--- src/rtl/fifo_arb_pkg.sv ---
// rtl/fifo_arb_pkg.sv - shared types and width helper for the FIFO write arbiter
//
// Purpose: arbiter state encoding and a width helper that never returns 0,
//          so single-entry parameters still yield a legal vector width.
// Ports:   none (package).

package fifo_arb_pkg;

   typedef enum logic [0:0] {
      IDLE = 1'b0,
      XFER = 1'b1
   } arb_state_e;

   // Bits needed to index n distinct values; at least 1.
   function automatic int width_of(input int n);
      return (n < 2) ? 1 : $clog2(n);
   endfunction

endpackage

--- src/rtl/rr_pick.sv ---
// rtl/rr_pick.sv - combinational round-robin picker
//
// Purpose: returns the first asserted request at or above ptr_i, wrapping
//          modulo NREQ (also for non-power-of-two NREQ).
// Ports:
//   req_i  in  NREQ  request vector
//   ptr_i  in  PW    search start position
//   gnt_o  out NREQ  one-hot pick, 0 when no request is set

module rr_pick
   import fifo_arb_pkg::*;
#(
   parameter int NREQ = 4,
   parameter int PW   = width_of(NREQ)
) (
   input  logic [NREQ-1:0] req_i,
   input  logic [PW-1:0]   ptr_i,
   output logic [NREQ-1:0] gnt_o
);

   logic          found;
   logic [PW-1:0] idx;

   always_comb begin
      gnt_o = '0;
      found = 1'b0;
      idx   = '0;
      for (int k = 0; k < NREQ; k++) begin
         idx = PW'((int'(ptr_i) + k) % NREQ);
         if (!found && req_i[idx]) begin
            gnt_o[idx] = 1'b1;
            found      = 1'b1;
         end
      end
   end

endmodule

--- src/rtl/fifo_wr_arb.sv ---
// rtl/fifo_wr_arb.sv - packet-locked round-robin arbiter for the FIFO write port
//
// Purpose: shares one FIFO write port between NREQ valid/ready beat streams.
//          An owner keeps the port until its last beat or MAXBEAT beats.
//          A one-entry output register feeds the FIFO and obeys wfull.
// Ports:
//   clk        in  1         write-side clock
//   rst_n      in  1         asynchronous active-low reset
//   req_valid  in  NREQ      per-requester beat valid
//   req_data   in  NREQ*WID  beat data, requester i at [i*WID +: WID]
//   req_last   in  NREQ      final beat of a packet
//   req_ready  out NREQ      beat accepted when valid & ready
//   grant      out NREQ      one-hot current owner, 0 when idle
//   wfull      in  1         FIFO full
//   writex     out 1         FIFO write strobe
//   wdata      out WID       FIFO write data
//   pkt_err    out 1         sticky: a grant was force-released at MAXBEAT

module fifo_wr_arb
   import fifo_arb_pkg::*;
#(
   parameter int WID     = 32,
   parameter int NREQ    = 4,
   parameter int MAXBEAT = 16
) (
   input  logic                clk,
   input  logic                rst_n,
   input  logic [NREQ-1:0]     req_valid,
   input  logic [NREQ*WID-1:0] req_data,
   input  logic [NREQ-1:0]     req_last,
   output logic [NREQ-1:0]     req_ready,
   output logic [NREQ-1:0]     grant,
   input  logic                wfull,
   output logic                writex,
   output logic [WID-1:0]      wdata,
   output logic                pkt_err
);

   localparam int PW = width_of(NREQ);
   localparam int CW = width_of(MAXBEAT + 1);

   arb_state_e      state_q, state_d;
   logic [NREQ-1:0] grant_q, grant_d;
   logic [PW-1:0]   ptr_q, ptr_d;
   logic [CW-1:0]   cnt_q, cnt_d;
   logic            out_vld_q, out_vld_d;
   logic [WID-1:0]  out_data_q, out_data_d;
   logic            err_q, err_d;

   logic [NREQ-1:0] pick;
   logic [PW-1:0]   owner_idx;
   logic [WID-1:0]  owner_data;
   logic            owner_last;
   logic            owner_valid;
   logic            can_load;
   logic            accept;
   logic [CW-1:0]   cnt_inc;
   logic            at_limit;

   rr_pick #(
      .NREQ (NREQ),
      .PW   (PW)
   ) u_pick (
      .req_i (req_valid),
      .ptr_i (ptr_q),
      .gnt_o (pick)
   );

   // Route the owner's stream through a one-hot mux; grant_q is 0 in IDLE.
   always_comb begin
      owner_idx   = '0;
      owner_data  = '0;
      owner_last  = 1'b0;
      owner_valid = 1'b0;
      for (int i = 0; i < NREQ; i++) begin
         if (grant_q[i]) begin
            owner_idx   = PW'(i);
            owner_data  = req_data[i*WID +: WID];
            owner_last  = req_last[i];
            owner_valid = req_valid[i];
         end
      end
   end

   // The register may take a beat when empty or when it drains this cycle,
   // which gives a simultaneous load and write as wfull falls.
   assign can_load  = ~out_vld_q | ~wfull;
   assign req_ready = (state_q == XFER) ? (grant_q & {NREQ{can_load}}) : '0;
   assign accept    = (state_q == XFER) & can_load & owner_valid;
   assign writex    = out_vld_q & ~wfull;
   assign wdata     = out_data_q;
   assign grant     = grant_q;
   assign pkt_err   = err_q;
   assign cnt_inc   = cnt_q + CW'(1);
   assign at_limit  = (cnt_inc == CW'(MAXBEAT));

   always_comb begin
      state_d    = state_q;
      grant_d    = grant_q;
      ptr_d      = ptr_q;
      cnt_d      = cnt_q;
      err_d      = err_q;
      out_vld_d  = out_vld_q;
      out_data_d = out_data_q;

      if (writex) begin
         out_vld_d = 1'b0;
      end
      if (accept) begin
         out_vld_d  = 1'b1;
         out_data_d = owner_data;
      end

      case (state_q)
         IDLE: begin
            if (|req_valid) begin
               grant_d = pick;
               state_d = XFER;
            end
         end
         XFER: begin
            if (accept) begin
               cnt_d = cnt_inc;
               if (owner_last || at_limit) begin
                  state_d = IDLE;
                  grant_d = '0;
                  cnt_d   = '0;
                  ptr_d   = (owner_idx == PW'(NREQ - 1)) ? '0 : owner_idx + PW'(1);
                  if (!owner_last) begin
                     err_d = 1'b1;
                  end
               end
            end
         end
         default: begin
            state_d = IDLE;
         end
      endcase
   end

   always_ff @(posedge clk or negedge rst_n) begin
      if (!rst_n) begin
         state_q    <= IDLE;
         grant_q    <= '0;
         ptr_q      <= '0;
         cnt_q      <= '0;
         out_vld_q  <= 1'b0;
         out_data_q <= '0;
         err_q      <= 1'b0;
      end else begin
         state_q    <= state_d;
         grant_q    <= grant_d;
         ptr_q      <= ptr_d;
         cnt_q      <= cnt_d;
         out_vld_q  <= out_vld_d;
         out_data_q <= out_data_d;
         err_q      <= err_d;
      end
   end

endmodule

--- config.mk ---
export PLATFORM = sky130hd
export DESIGN_NAME = fifo_wr_arb
export DESIGN_NICKNAME = d
export VERILOG_FILES = /design/src/rtl/fifo_arb_pkg.sv /design/src/rtl/rr_pick.sv /design/src/rtl/fifo_wr_arb.sv
export SDC_FILE = /design/constraint.sdc
export NUM_CORES = 1
export LEC_CHECK = 0
export BUFFER_PORTS_ARGS = -buffer_cell sky130_fd_sc_hd__buf_2
export CAP_MARGIN = 15
export CORE_MARGIN = 3
export CORE_UTILIZATION = 48
export CTS_CLUSTER_DIAMETER = 100
export CTS_CLUSTER_SIZE = 8
export DETAILED_ROUTE_END_ITERATION = 8
export PLACE_DENSITY = 0.86
export SYNTH_ARGS = -nofsm -noshare
export SYNTH_HDL_FRONTEND = slang
export SYNTH_SLANG_ARGS = --single-unit
--- constraint.sdc ---
create_clock -name clk -period 4.94 [get_ports clk]
set_input_delay 0.247 -clock clk [delete_from_list [all_inputs] [get_ports clk]]
set_output_delay 0.247 -clock clk [all_outputs]
set_load 0.01 [all_outputs]
# After elaboration in Yosys (flattened, before gate mapping)
# Cells that the tools add are included.
word_totals:
  output_inout_bits: 42
  in_bits: 139
  reg_bits: 46
  elab_cells: 105
classes:
  n_reduce_logical: 17
  bitwise_logic: 12
  eq_ne: 5
  n_addsub: 5
  muxes: 51
  order_cmp: 8
op_table:
  columns: ["operator", "n"]
  rows:
  - ["two-way mux 32 bit", 4]
  - ["two-way mux 4 bit", 8]
  - ["two-way mux 1 bit", 25]
  - ["less-than comparator 2 x 3 -> 1 bit (second input constant)", 4]
  - ["bitwise OR 4 bit", 3]
  - ["binary-select mux 1 bit (select 2 bit)", 4]
  - ["demux 1 bit (select 2 bit)", 4]
  - [">= comparator 2 x 1 -> 1 bit (second input constant)", 4]
  - ["case mux 4 bit (2 select lines)", 1]
  - ["logical AND 1 bit", 7]
  - ["two-way mux 2 bit", 3]
  - ["AND reduction 3 bit", 2]
  - ["adder 5 x 1 -> 5 bit (second input constant)", 1]
  - ["equality test 5 bit (second input constant)", 1]
  - ["two-way mux 5 bit", 1]
  - ["adder 2 x 1 -> 2 bit (second input constant)", 2]
  - ["adder 2 bit (second input constant)", 2]
  - ["AND 4 bit", 1]
  - ["!= test 2 x 1 -> 1 bit (second input constant)", 2]
  - ["inverter 1 bit", 4]
  - ["AND reduction 4 bit", 1]
  - ["OR reduction 4 bit", 1]
  - ["AND 1 bit", 3]
  - ["logical NOT 1 bit", 3]
  - ["other kinds (7)", 7]

# Logic depth before layout (Yosys ltp)
depth:
  depth_word: 14
  mapped_depth: 8
  depth_no_buf: 7

# Cells and area by module
# A second synthesis with hierarchy kept.
unflattened:
  cells_unflattened: 344
  area_unflattened_um2: 3340.7
by_module_without_submodules:
  columns: ["module", "instances", "area_each_um2", "cells_per_inst", "seq_area_each_um2"]
  rows:
  - ["fifo_wr_arb", 1, 3002.9, 308, 1151.1]
  - ["rr_pick", 1, 337.8, 36, 0.0]

# Least setup slack after synthesis
# No wires, ideal clock.
synth_timing:
  path_kind: "register to register"
  from: "register ptr_q[0]"
  to: "register grant_q[0] (netlist: grant[0])"
  stages_incl_launch_ff: 9
  arrival_time_ps: 2121
  t_required_ps: 4814
  setup_time_ps: 126
  path_buffers: 1
  slack_ps: 2693
  synth_period_minus_slack_ps: 2247
  path_cell_list: "dfrtp_1 > buf_2 > inv_1 > ha_1 > mux2_2 > nor2_1 > a22o_1 > a31o_2 > a221o_1"
synth_between:
  elab_chain_len: 14
  elab_cells_between_ends: 49
  cone_classes: "3 x add/sub; 8 x order compare; 25 x mux; 3 x bitwise; 10 x reduce/logical"
synth_rtl:
  columns: ["element", "line_no", "rtl"]
  rows:
  - ["from (decl)", "fifo_wr_arb.sv:44", "logic [PW-1:0] ptr_q, ptr_d;"]
  - ["from (signal assigned)", "fifo_wr_arb.sv:153", "ptr_q <= ptr_d;"]
  - ["branches (longest 11 deep; another with less-than comparator 2 x 3 -> 1 bit)", null, null]
  - ["two-way mux 4 bit *", "rr_pick.sv:30", "if (!found && req_i[idx]) begin"]
  - ["two-way mux 4 bit *", "fifo_wr_arb.sv:116", "if (|req_valid) begin"]
  - ["case mux 4 bit (2 select lines) *", "fifo_wr_arb.sv:114", "case (state_q)"]
  - ["to (signal assigned)", "fifo_wr_arb.sv:152", "grant_q <= grant_d;"]
  - ["to (decl)", "fifo_wr_arb.sv:43", "logic [NREQ-1:0] grant_q, grant_d;"]
# Mark *: on every way between the ends. The select of a mux whose other input is x is not followed.
# A chain may end at the register's enable or synchronous reset.

# Worst setup path after layout
layout_timing:
  from: "register grant_q[2] (netlist: grant[2])"
  to: "register cnt_q[0]"
layout_between:
  elab_chain_len: 4
  elab_cells_between_ends: 8
  cone_classes: "5 x mux; 1 x bitwise; 2 x reduce/logical"
layout_rtl:
  columns: ["element", "line_no", "rtl"]
  rows:
  - ["two-way mux 1 bit (2 in series)", "fifo_wr_arb.sv:76", "if (grant_q[i]) begin"]
  - ["AND 1 bit or logical OR 1 bit (tied branches)", "fifo_wr_arb.sv:89, fifo_wr_arb.sv:124", null]
  - ["AND reduction 2 bit (no source line) or two-way mux 5 bit (tied branches)", null, null]
  - ["to (signal assigned)", "fifo_wr_arb.sv:154", "cnt_q <= cnt_d;"]
  - ["to (decl)", "fifo_wr_arb.sv:45", "logic [CW-1:0] cnt_q, cnt_d;"]
# Parallel ways exist; a longest one is shown, timed or not.

==> results.json <==
{
  "maxSlewViolCount": 0,
  "cp_top_family": "buffers and inverters",
  "synth.avg_cell_area_sq_um": 8.17,
  "final_area_sq_um": 4140,
  "min_path_type": "in -> async",
  "pin_count": 181,
  "clk_pin_slew_ns": 0.08,
  "relSlewSlack": 0.331,
  "synth_top_area_frac": 0.363,
  "htree_levels": 2,
  "setup_tns_ns": 0,
  "wl_met1_microns": 3700,
  "syn_nets": 535,
  "postRouteAntennaNets": 0,
  "power_w": 0.00241,
  "post-route-util": 0.671,
  "path_cells": "buf_4 > and3b_1 > o311ai_4 > buf_4 > nor2_1 > mux2_2",
  "fin_skew_ns": 0.00610,
  "drive_gt1_frac": 0.377,
  "num_vias": 3624,
  "yosys_warnings": 0,
  "worstSetupPathType": "reg -> reg",
  "fillCellCount": 532,
  "synth_cells": 388,
  "ys.flop_type": "dfrtp_1",
  "startpoint_type": "flop",
  "antenna_cells": 0,
  "port_buffers": 180,
  "tightest_slew_ns": 1.00,
  "reg2reg_slack_ns": 2.33,
  "initial_core_util": 0.514,
  "power_frac_clock": 0.090,
  "cp-end-kind": "flop",
  "cts_tree": "built",
  "finalSetupViolations": 0,
  "crit_buf_inv": 2,
  "grt_max_degree": 73,
  "cap_violations": 0,
  "rsz0062_at_grt": "false",
  "sw_frac_of_total": 0.481,
  "insertion_delay_ns": 0.29,
  "die-area_sq_um": 7620,
  "period_share": 0.528,
  "post_dp_cell_area_sq_um": 4040,
  "synthArstFlopShare": 1.00,
  "fmax_mhz": 384,
  "post_cts_buffers": 0,
  "post_synth_main_area_contributors": "dfrtp_1 36%, a221oi_1 8.6%, a21oi_1 6.5%",
  "cts_resized": 0,
  "dr_wl_met2_microns": 5130,
  "synth.distinct_cells": 49,
  "antenna_found_initial": 0,
  "fin_cells": 622,
  "peakVddDrop_mv": 0.314,
  "cts_buffers": 5,
  "die_w_microns": 87.3,
  "cts-root-buf": "clkbuf_8",
  "cpMostUsedCell": "buf_4",
  "coreArea_sq_um": 6170,
  "status": "finished clean",
  "cts.sinks": 46,
  "yosysTopAreaCell": "dfrtp_1",
  "row_count": 28,
  "dp.cells": 614,
  "final_common_cell": "buf_2",
  "p_leak_nw": 2.05,
  "wl_met3_microns": 870,
  "crit_required_ns": 5.12,
  "globalRouteTotalUtil": 0.251,
  "finalHoldViolCount": 0,
  "crit_path_max_fanout": 70,
  "ys_ff_latch": 46,
  "p_int_w": 0.00125,
  "synth_area_sq_um": 3170,
  "place_hpwl_microns": 7160,
  "gp_congestion": 0.909,
  "grt_pass1_wl_microns": 15600,
  "drtIter0Drc": 186,
  "switching_power_w": 0.00116,
  "first_global_vias": 3383,
  "power.density_nw_per_um2": 584,
  "fin_crit_ns": 2.61,
  "grt-ovfl-total": 0,
  "wl_per_cell_microns": 15.7,
  "wirelength_microns": 9740,
  "mostFrequentLayoutCells": "180 x buf_2, 49 x nand2_1, 45 x dfrtp_1",
  "cts_hold_buf": 0,
  "syn_to_final_growth_pct": 30.4,
  "cp_slowest_stage_delay_ns": 0.61,
  "drc": 0,
  "fin_nets": 694,
  "critPathArrivalTime_ns": 2.79,
  "dr.pass1.iters": 4,
  "seq_power_share": 0.287,
  "die_h_microns": 87.3,
  "routed.top_layer": "met4",
  "seq_area_frac_synth": 0.363,
  "slowest_stage": "dfrtp_1",
  "pwr-share-comb": 0.623,
  "synth_edf_count": 0,
  "clock_path_buffers": 2,
  "routed_via_density": 5.83
}
-- synthesized netlist by cell type, drive strengths merged, types with 2 or more instances --
cell	number
buf	15
a31o	2
o211ai	2
nor3	34
nand4	4
nor2b	4
nand3b	5
a22o	2
inv	5
ha	8
and3b	2
and2	4
nand3	4
mux2	4
a21oi	41
a221oi	31
nand2b	2
a31oi	2
clkbuf	18
dfrtp	46
a222oi	2
a21o	3
nand2	49
nor2	37
or3b	2
o21a	2
mux2i	3
o21ai	39
a221o	2
nor3b	2
-- layout make-up --
type                    instances  area (sq um)  area share
flip-flops and latches         46          1150       0.279
multi-input cells             304          1840       0.445
clock inverters                 1          7.51     0.00182
repair buffers                185           951       0.230
inverters                       5          18.8     0.00454
well taps                      75          93.8      0.0227
clock buffers                   6          72.6      0.0175
-- metal layers --
metal,vias to the layer above,GRT usage
li1,1761,-
met1,1676,0.307
met2,179,0.458
met3,8,0.0473
met4,0,0.0502
met5,-,0
-- flip-flops by register name, summed over array words and instances, names as in the netlist --
register   flops
ptr_q          2
wdata         32
grant          4
pkt_err        1
cnt_q          5
out_vld_q      1
state_q        1
-- cell families after synthesis --
| kind of cell | Yosys count | share of synthesized area |
|---|---|---|
| flip-flops | 46 | 0.363 |
| AO/OA/AOI/OAI | 136 | 0.288 |
| adder cells (fa/ha/maj) | 8 | 0.0316 |
| multiplexers | 8 | 0.0308 |
| AND/OR/NAND/NOR | 152 | 0.228 |
| buffers and inverters | 38 | 0.0580 |
-- worst paths after layout --
path,start,to,depth (start not counted)
min in group clk,wfull,out_vld_q$_DFFE_PN0P_,3
min reg2reg,wdata[2]$_DFFE_PN0N_,wdata[2]$_DFFE_PN0N_,2
max,grant[2]$_DFFE_PN0P_,cnt_q[0]$_DFFE_PN0P_,6
min,rst_n,wdata[14]$_DFFE_PN0N_,1
max in group asynchronous,rst_n,grant[3]$_DFFE_PN0P_,1
max reg2reg,grant[2]$_DFFE_PN0P_,cnt_q[0]$_DFFE_PN0P_,6
-- per-stage QoR --
stage,worst slack [ns],hold WS [ns]
detailed placement,2.30,0.466
global placement,2.38,0.458
CTS,2.28,0.156
global route,2.04,0.204
finish,2.33,0.117
floorplan,2.69,-0.0486
-- power groups by stage --
stage | registers (W) | logic [W] | clock network (W)
6_report | 0.000693 | 0.00150 | 0.000217
3_5_place_dp | 0.000748 | 0.00145 | 0
5_1_grt | 0.000719 | 0.00170 | 0.000242
2_1_floorplan | 0.000694 | 0.00109 | 0
3_3_place_gp | 0.000739 | 0.00139 | 0
4_1_cts | 0.000742 | 0.00145 | 0.000222
No activity file was read; power rests on OpenSTA's default activity.
